--- config.mk ---
export PLATFORM = sky130hd
export DESIGN_NAME = cdc_handshake_rx_flat
export DESIGN_NICKNAME = d
export VERILOG_FILES = /design/src/rtl/cdc_handshake_rx_if.sv /design/src/rtl/cdc_handshake_rx.sv /design/src/flat_wrapper.sv
export SDC_FILE = /design/constraint.sdc
export NUM_CORES = 1
export LEC_CHECK = 0
export ABC_AREA = 1
export CORE_ASPECT_RATIO = 0.7
export CORE_MARGIN = 3
export CORE_UTILIZATION = 50
export DETAILED_ROUTE_END_ITERATION = 10
export PLACE_DENSITY = 0.93
export SYNTH_ARGS = -nofsm -noshare
export SYNTH_HDL_FRONTEND = slang
export SYNTH_SLANG_ARGS = --single-unit
--- constraint.sdc ---
create_clock -name clk -period 3.2 [get_ports clk]
set_input_delay 0.8 -clock clk [delete_from_list [all_inputs] [get_ports clk]]
set_output_delay 0.8 -clock clk [all_outputs]
set_load 0.01 [all_outputs]
--- src/rtl/cdc_handshake_rx_if.sv ---
// cdc_handshake_rx_if: sender toggle/data and consumer valid/ready bundle for cdc_handshake_rx
interface cdc_handshake_rx_if #(
    parameter int DATA_WIDTH = 12
);
    logic                  req_tgl;
    logic [DATA_WIDTH-1:0] data_in;
    logic                  ack_tgl;
    logic [DATA_WIDTH-1:0] data_out;
    logic                  data_valid;
    logic                  data_ready;
    logic                  pending;
    logic [15:0]           word_cnt;
    modport master (
        output req_tgl, data_in, data_ready,
        input  ack_tgl, data_out, data_valid, pending, word_cnt
    );
    modport slave (
        input  req_tgl, data_in, data_ready,
        output ack_tgl, data_out, data_valid, pending, word_cnt
    );
endinterface

--- src/rtl/cdc_handshake_rx.sv ---
// cdc_handshake_rx: toggle-handshake CDC receiver with one-word output slot and stall on full slot.
// CDC_RX_SYNC3_EN selects a 3-stage request synchroniser instead of 2.
module cdc_handshake_rx #(
    parameter int DATA_WIDTH = 12
) (
    input logic               clk,
    input logic               rst_n,
    cdc_handshake_rx_if.slave bus
);
`ifdef CDC_RX_SYNC3_EN
    localparam int SYNC = 3;
`else
    localparam int SYNC = 2;
`endif
    localparam logic [0:0] IDLE  = 1'b0;
    localparam logic [0:0] STALL = 1'b1;

    logic [SYNC-1:0]       r_sync;
    logic                  r_req_seen;
    logic                  r_ack;
    logic                  r_valid;
    logic                  r_pending;
    logic [0:0]            r_state;
    logic [0:0]            w_state_nx;
    logic [DATA_WIDTH-1:0] r_data;
    logic [15:0]           r_cnt;
    logic                  w_req_s;
    logic                  w_new;
    logic                  w_free;
    logic                  w_cap;

    assign w_req_s = r_sync[SYNC-1];
    assign w_new   = w_req_s ^ r_req_seen;
    assign w_free  = !r_valid || bus.data_ready;
    assign w_cap   = w_new && w_free;

    // STALL also falls back to IDLE if the sender withdraws its level (protocol violation)
    always_comb begin
        w_state_nx = (r_state == IDLE) ? ((w_new && !w_free) ? STALL : IDLE)
                                       : ((w_cap || !w_new) ? IDLE : STALL);
    end

    always_ff @(posedge clk) begin
        if (!rst_n) begin
            r_sync     <= '0;
            r_req_seen <= 1'b0;
            r_ack      <= 1'b0;
            r_valid    <= 1'b0;
            r_pending  <= 1'b0;
            r_state    <= IDLE;
            r_data     <= '0;
            r_cnt      <= '0;
        end else begin
            r_sync    <= {r_sync[SYNC-2:0], bus.req_tgl};
            r_state   <= w_state_nx;
            r_pending <= (w_state_nx == STALL);
            r_valid   <= w_cap || (r_valid && !bus.data_ready);
            if (w_cap) begin
                r_data     <= bus.data_in;
                r_req_seen <= w_req_s;
                r_ack      <= w_req_s;
                r_cnt      <= r_cnt + 16'd1;
            end
        end
    end

    assign bus.ack_tgl    = r_ack;
    assign bus.data_out   = r_data;
    assign bus.data_valid = r_valid;
    assign bus.pending    = r_pending;
    assign bus.word_cnt   = r_cnt;
endmodule

--- src/flat_wrapper.sv ---
// flat-port wrapper written by rule: the top's interface ports become plain ports
module cdc_handshake_rx_flat 
#(
    parameter int DATA_WIDTH = 12
)
  (clk, rst_n, bus_req_tgl, bus_data_in, bus_data_ready, bus_ack_tgl, bus_data_out, bus_data_valid, bus_pending, bus_word_cnt);
  cdc_handshake_rx_if #(.DATA_WIDTH(DATA_WIDTH)) bus_i ();
  input logic clk;
  input logic rst_n;
  input wire logic [$bits(bus_i.req_tgl)-1:0] bus_req_tgl;
  input wire logic [$bits(bus_i.data_in)-1:0] bus_data_in;
  input wire logic [$bits(bus_i.data_ready)-1:0] bus_data_ready;
  output wire logic [$bits(bus_i.ack_tgl)-1:0] bus_ack_tgl;
  output wire logic [$bits(bus_i.data_out)-1:0] bus_data_out;
  output wire logic [$bits(bus_i.data_valid)-1:0] bus_data_valid;
  output wire logic [$bits(bus_i.pending)-1:0] bus_pending;
  output wire logic [$bits(bus_i.word_cnt)-1:0] bus_word_cnt;
  assign bus_i.req_tgl = bus_req_tgl;
  assign bus_i.data_in = bus_data_in;
  assign bus_i.data_ready = bus_data_ready;
  assign bus_ack_tgl = bus_i.ack_tgl;
  assign bus_data_out = bus_i.data_out;
  assign bus_data_valid = bus_i.data_valid;
  assign bus_pending = bus_i.pending;
  assign bus_word_cnt = bus_i.word_cnt;
  cdc_handshake_rx #(.DATA_WIDTH(DATA_WIDTH)) u_core (.clk(clk), .rst_n(rst_n), .bus(bus_i));
endmodule
==> results of run 1 <==
## cell families after synthesis
logic type / count (synthesis) / synth area share [%]
adder cells (fa/ha/maj): 1 / 0.7910
XOR/XNOR: 1 / 0.5539
AO/OA/AOI/OAI: 26 / 10.76
flip-flops: 33 / 41.77
AND/OR/NAND/NOR: 120 / 36.63
buffers and inverters: 33 / 9.493
## metal layers
layer,routed length [microns],vias to the layer above
met5,0,-
met1,1788,695
met4,85,0
li1,-,767
met3,287,10
met2,1787,57
## power breakdown
group          internal, mW  leakage (nW)  switching (mW)
sequential            0.421         0.268         0.00669
combinational        0.0465         0.477          0.0479
clock                 0.309        0.0681           0.164
## cell type report
| type | count | area (sq um) | area share, % |
|---|---|---|---|
| flip-flops and latches | 33 | 660.6 | 30.21 |
| repair buffers | 48 | 475.5 | 21.74 |
| multi-input cells | 148 | 770.7 | 35.24 |
| clock inverters | 3 | 65.06 | 2.975 |
| well taps | 36 | 45.04 | 2.059 |
| clock buffers | 5 | 68.82 | 3.146 |
| inverters | 27 | 101.3 | 4.634 |
## stage by stage
step / worst slack (ns) / instances / instance area (sq um) / utilization [%] / power (mW)
floorplan: 1.580 / 214 / 1582 / - / 0.4874
global placement: 0.8475 / 292 / 2053 / 70.73 / 0.5279
detailed placement: 0.7443 / 292 / 2053 / 70.73 / 0.5306
CTS: 1.037 / 300 / 2187 / 75.34 / 0.9989
global route: 0.9025 / 300 / 2187 / 75.34 / 1.028
finish: 1.052 / 300 / 2187 / 75.34 / 0.9959
## cells in the mapped netlist (all sizes together)
| library cell | instances |
|---|---|
| nand2 | 69 |
| nand3 | 13 |
| o21ai | 6 |
| nor3 | 4 |
| a21oi | 19 |
| inv | 26 |
| buf | 6 |
| xnor2 | 1 |
| nand4 | 4 |
| ha | 1 |
| clkinv | 1 |
| dfxtp | 33 |
| nor2 | 30 |
| a211oi | 1 |
## critical path, stage by stage
cell             delay [ns]
clkdlybuf4s50_1        0.46
inv_1                  0.04
nand2_1                0.16
inv_2                  0.08
nor2_4                 0.44
nand2_1                0.11
a211oi_1               0.24
## sequential cells by signal, summed over array words and instances, names as in the netlist
register	flops
u_core.bus.pending	1
u_core.r_req_seen	1
u_core.bus.data_valid	1
u_core.bus.word_cnt	16
u_core.bus.data_out	12
u_core.r_sync	2
## how the worst max path moves through the flow
| stage | endpoint | slack [ns] | cells after the start |
|---|---|---|---|
| floorplan | u_core.bus.word_cnt[15]$_SDFFE_PN0P_ | 1.58 | 8 |
| CTS | u_core.bus.word_cnt[2]$_SDFFE_PN0P_ | 1.04 | 7 |
| global route | u_core.bus.word_cnt[10]$_SDFFE_PN0P_ | 0.90 | 8 |
| finish | u_core.bus.word_cnt[2]$_SDFFE_PN0P_ | 1.05 | 7 |
| global placement | u_core.bus.word_cnt[10]$_SDFFE_PN0P_ | 0.85 | 8 |
| detailed placement | u_core.bus.word_cnt[2]$_SDFFE_PN0P_ | 0.74 | 7 |
## cells in the final DEF, fill, tap and decap left out, types with 5 or more instances in the layout
cell type	n
nor2_1	23
clkdlybuf4s50_1	46
dfxtp_1	33
clkbuf_8	5
nand3_1	12
inv_1	23
a21oi_1	9
a21oi_2	10
nand2_1	52
nand2_2	16
==> metrics.txt, run 1 <==
RSZ-0062 raised after global routing=no; Diodes inserted=0; Worst R2R Path Depth=8; min Tclk post-route=2.148 ns; die area=3885 sq um; maximum clock rate=465.6 MHz; hold-critical path depth=2; latest clock arrival within the worst-skew pair=0.30 ns; Vias per Instance=5.097; Leak=0.8132 nW; Fillers=219; GR met1 Demand/Resource=28.11%; # hold bufs at CTS=0; clock skew=0.01076 ns; initial antenna violation count=0; R2R Setup Slk=1.67 ns; I/O Buffers=46; reg2reg start=u_core.bus.word_cnt[1]$_SDFFE_PN0P_; ranking of synthesized cells by area=dfxtp_1 42%, nand2_1 12%, nand2_2 6.3%; routed length per instance=13.16 microns; fin. max-slew vios=0; met2 Usage GRT=35.16%; CTS buffer count=5; Clock H-tree levels=2; setup TNS=0 ns; total core area=2903 sq um; Max transition margin=64.65%; ratio of cells with drive above 1 in the final layout=18.18%; Clock Sinks=33; # Max-Cap Violations=0; Tightest Hold Check Type=flop to flop; die outline height=53.06 microns; IO Pins=47; crit start category=primary input; CTS Root Buffer Type=clkbuf_8; drt drc=0; Setup Buffers After CTS=0; DP Wirelength=2.801 mm; Remaining Overflow, GRT=0; required time worst endpoint=3.40 ns; post-route ant nets=0; setup violators final=0; Initial DRC Count=129; cells after synthesis=214; hold slack=0.4636 ns; Yosys top cell by area=dfxtp_1; first-pass GRT wire length=6.451 mm; Initial Util=54.48%; worst setup path startpoint=bus_data_ready; GR Util met3=8.539%; CTS tree=built; largest net degree at the start of global routing=23; HP Start=u_core.r_sync[0]$_SDFF_PN0_; worst-margin pin slew=0.5289 ns; Reg clk slew, reported paths=0.07 ns; Total Nets Final=280; end of the worst hold path=u_core.r_sync[1]$_SDFF_PN0_; number of global-route vias before repair=1,444; Worst Path Max Fanout=16; Pre-antenna DRT Iters=5; post-synth top area share=41.77%; Row Count=16; Syn Nets=231; GRT Resource Usage Total=22.29%; library cells used by synthesis=23; Placer Congestion=0.8982; clk buf depth=2; Setup crit end kind=flop; Synth Register Bits=33; fin crit share=67.12%; Power Dens Cells=455.4 nW/um^2; CTS resizes=0; via count=1,529; reg-to-reg critical path endpoint=u_core.bus.word_cnt[10]$_SDFFE_PN0P_; worst vdd ir=532.6 uV; Worst Path Class, Setup=primary input to flop; Crit path arrival time=2.35 ns; Syn Std Cell Area=1582 sq um; Total Wirelength=3.948 mm; Die Wd=73.22 microns; outcome=complete, no violations; Area Overhead vs Synth=38.29%; mean area per synthesized cell=7.390 sq um; Syn. warnings=0; Fin. Hold Viols=0; sequential share of the synthesized area=41.77%; GRT busiest layer=met2
No activity file was read; power rests on OpenSTA's default activity.
==> run 2, diff against run 1 <==
--- a/config.mk
+++ b/config.mk
@@ -8,9 +8,9 @@
 export ABC_AREA = 1
 export CORE_ASPECT_RATIO = 0.7
 export CORE_MARGIN = 3
-export CORE_UTILIZATION = 50
+export CORE_UTILIZATION = 42
 export DETAILED_ROUTE_END_ITERATION = 10
-export PLACE_DENSITY = 0.93
+export PLACE_DENSITY = 0.84
 export SYNTH_ARGS = -nofsm -noshare
 export SYNTH_HDL_FRONTEND = slang
 export SYNTH_SLANG_ARGS = --single-unit
==> constraint.sdc (replaced) <==
create_clock -name clk -period 1.72 [get_ports clk]
set_input_delay 0.43 -clock clk [delete_from_list [all_inputs] [get_ports clk]]
set_output_delay 0.43 -clock clk [all_outputs]
set_load 0.01 [all_outputs]
==> run 2 against run 1 <==
  * Critical path depth fell by 6
  * Routed wire length decreased by 4.7%
  * Setup slack got worse by 1.0 ns
  * Critical endpoint is now bus_word_cnt[1]
  * Largest cell class unchanged
  * Highest routed layer unchanged
==> metrics.txt, run 2 (same netlist as run 1, synthesis figures left out) <==
CTS tree=built; Total Wirelength=3.762 mm; number of global-route vias before repair=1,426; Crit path arrival time=1.24 ns; CP top delay family=buffers and inverters; drt drc=0; # Max-Cap Violations=0; clk buf depth=2; max reg flops=16; worst vdd ir=375.3 uV; outcome=complete, no violations; initial antenna violation count=0; Row Count=17; total core area=3361 sq um; clock skew=0.003179 ns; GRT Resource Usage Total=17.68%; die outline height=57.34 microns; reg2reg start=u_core.bus.word_cnt[1]$_SDFFE_PN0P_; Clock H-tree levels=2; latest clock arrival within the worst-skew pair=0.29 ns; Critical path buffers and inverters=1; hold slack=0.4161 ns; Fillers=297; via count=1,492; fin crit share=97.16%; I/O Buffers=46; Tightest Hold Check Type=flop to flop; final core utilization=66.64%; setup violators final=0; RSZ-0062 raised after global routing=no; routed length per instance=11.72 microns; Placer Congestion=0.8849; most frequent cells in the layout=52 x nand2_1, 43 x clkdlybuf4s50_1, 27 x dfxtp_1; fin. max-slew vios=0; Power Dens Cells=691.0 nW/um^2; Vias per Instance=4.648; Setup crit end kind=output port; ratio of cells with drive above 1 in the final layout=22.99%; required time worst endpoint=1.29 ns; maximum clock rate=598.4 MHz; Worst Path Max Fanout=5; Area Overhead vs Synth=41.61%; Clock Sinks=33; largest net degree at the start of global routing=17; Diodes inserted=0; Initial DRC Count=51; min Tclk post-route=1.671 ns; Max transition margin=82.69%; worst-margin pin slew=0.2587 ns; Die Wd=79.35 microns; HP Start=u_core.r_sync[0]$_SDFF_PN0_; crit start category=flop; Fin. Hold Viols=0; Max stage delay on crit path=0.57 ns; Worst Path Class, Setup=flop to output port; Remaining Overflow, GRT=0; Pre-antenna DRT Iters=4; post-route ant nets=0; dpl ws=-0.1393 ns; die area=4550 sq um; CP Cell Sequence=clkdlybuf4s50_1; Reg clk slew, reported paths=0.07 ns; worst setup path startpoint=u_core.bus.word_cnt[1]$_SDFFE_PN0P_; DP Wirelength=2.896 mm; CTS buffer count=5; Total Nets Final=290; Initial Util=47.06%; first-pass GRT wire length=6.237 mm; CTS Root Buffer Type=clkbuf_8; most common cell after layout, fill and taps aside=nand2_1; final setup margin=0.04885 ns; Leak=0.8965 nW; IO Pins=47; slowest stage cell, crit path=clkdlybuf4s50_1
-- run 2: changes by cell type in the layout (fill, tap and decap cells not counted), sizes merged --
cell,previous run,this run
bufinv,2,0
clkdlybuf4s50,46,43
dlymetal6s2s,0,3
clkbuf,5,6
buf,2,12
clkinv,2,3
-- run 2: layout make-up --
type,instances,area [sq um],share of cell area [%]
Clock buffer,6,72.57,3.240
Clock inverter,2,10.01,0.4469
Inverter,27,101.3,4.525
Multi-Input combinational cell,148,770.7,34.41
Sequential cell,33,668.1,29.83
Tap cell,47,58.81,2.626
Timing Repair Buffer,58,558.0,24.92
-- run 2: path summary, 6_finish.rpt --
kind / to / slack, ns / cells after the start
setup reg to reg: u_core.bus.word_cnt[10]$_SDFFE_PN0P_ / 0.26 / 8
hold / removal: u_core.r_sync[1]$_SDFF_PN0_ / 0.42 / 2
hold reg to reg: u_core.r_sync[1]$_SDFF_PN0_ / 0.42 / 2
setup / recovery: bus_word_cnt[1] / 0.05 / 1
-- run 2: metrics by stage --
stage | cell area, sq um | total power, mW | instances | TNS, ns
finish | 2240 | 1.548 | 321 | 0
CTS | 2225 | 1.566 | 321 | 0
global placement | 2142 | 0.9993 | 313 | -0.8391
floorplan | 1582 | 0.9069 | 214 | 0
global route | 2240 | 1.612 | 321 | 0
detailed placement | 2142 | 1.005 | 313 | -1.845
-- run 2: per-layer routing --
layer  vias up  wire, microns  global-route usage (%)
met5         -              0                       0
met4         0             71                   8.333
met3         9            200                   5.363
met2        39           1700                   28.42
met1       662           1790                   21.77
li1        782              -                       -
-- run 2: timing repair --
item / in CTS / in global routing
gates resized for setup: 0 / 9
endpoints found under the setup margin: 0 / 9
hold buffers: 0 / 0
setup buffers: 0 / 0
-- run 2: report_power, final --
| part | switching [mW] | internal (mW) |
|---|---|---|
| logic | 0.0901 | 0.100 |
| clock network | 0.281 | 0.280 |
| registers | 0.0122 | 0.784 |
| total | 0.383 | 1.16 |
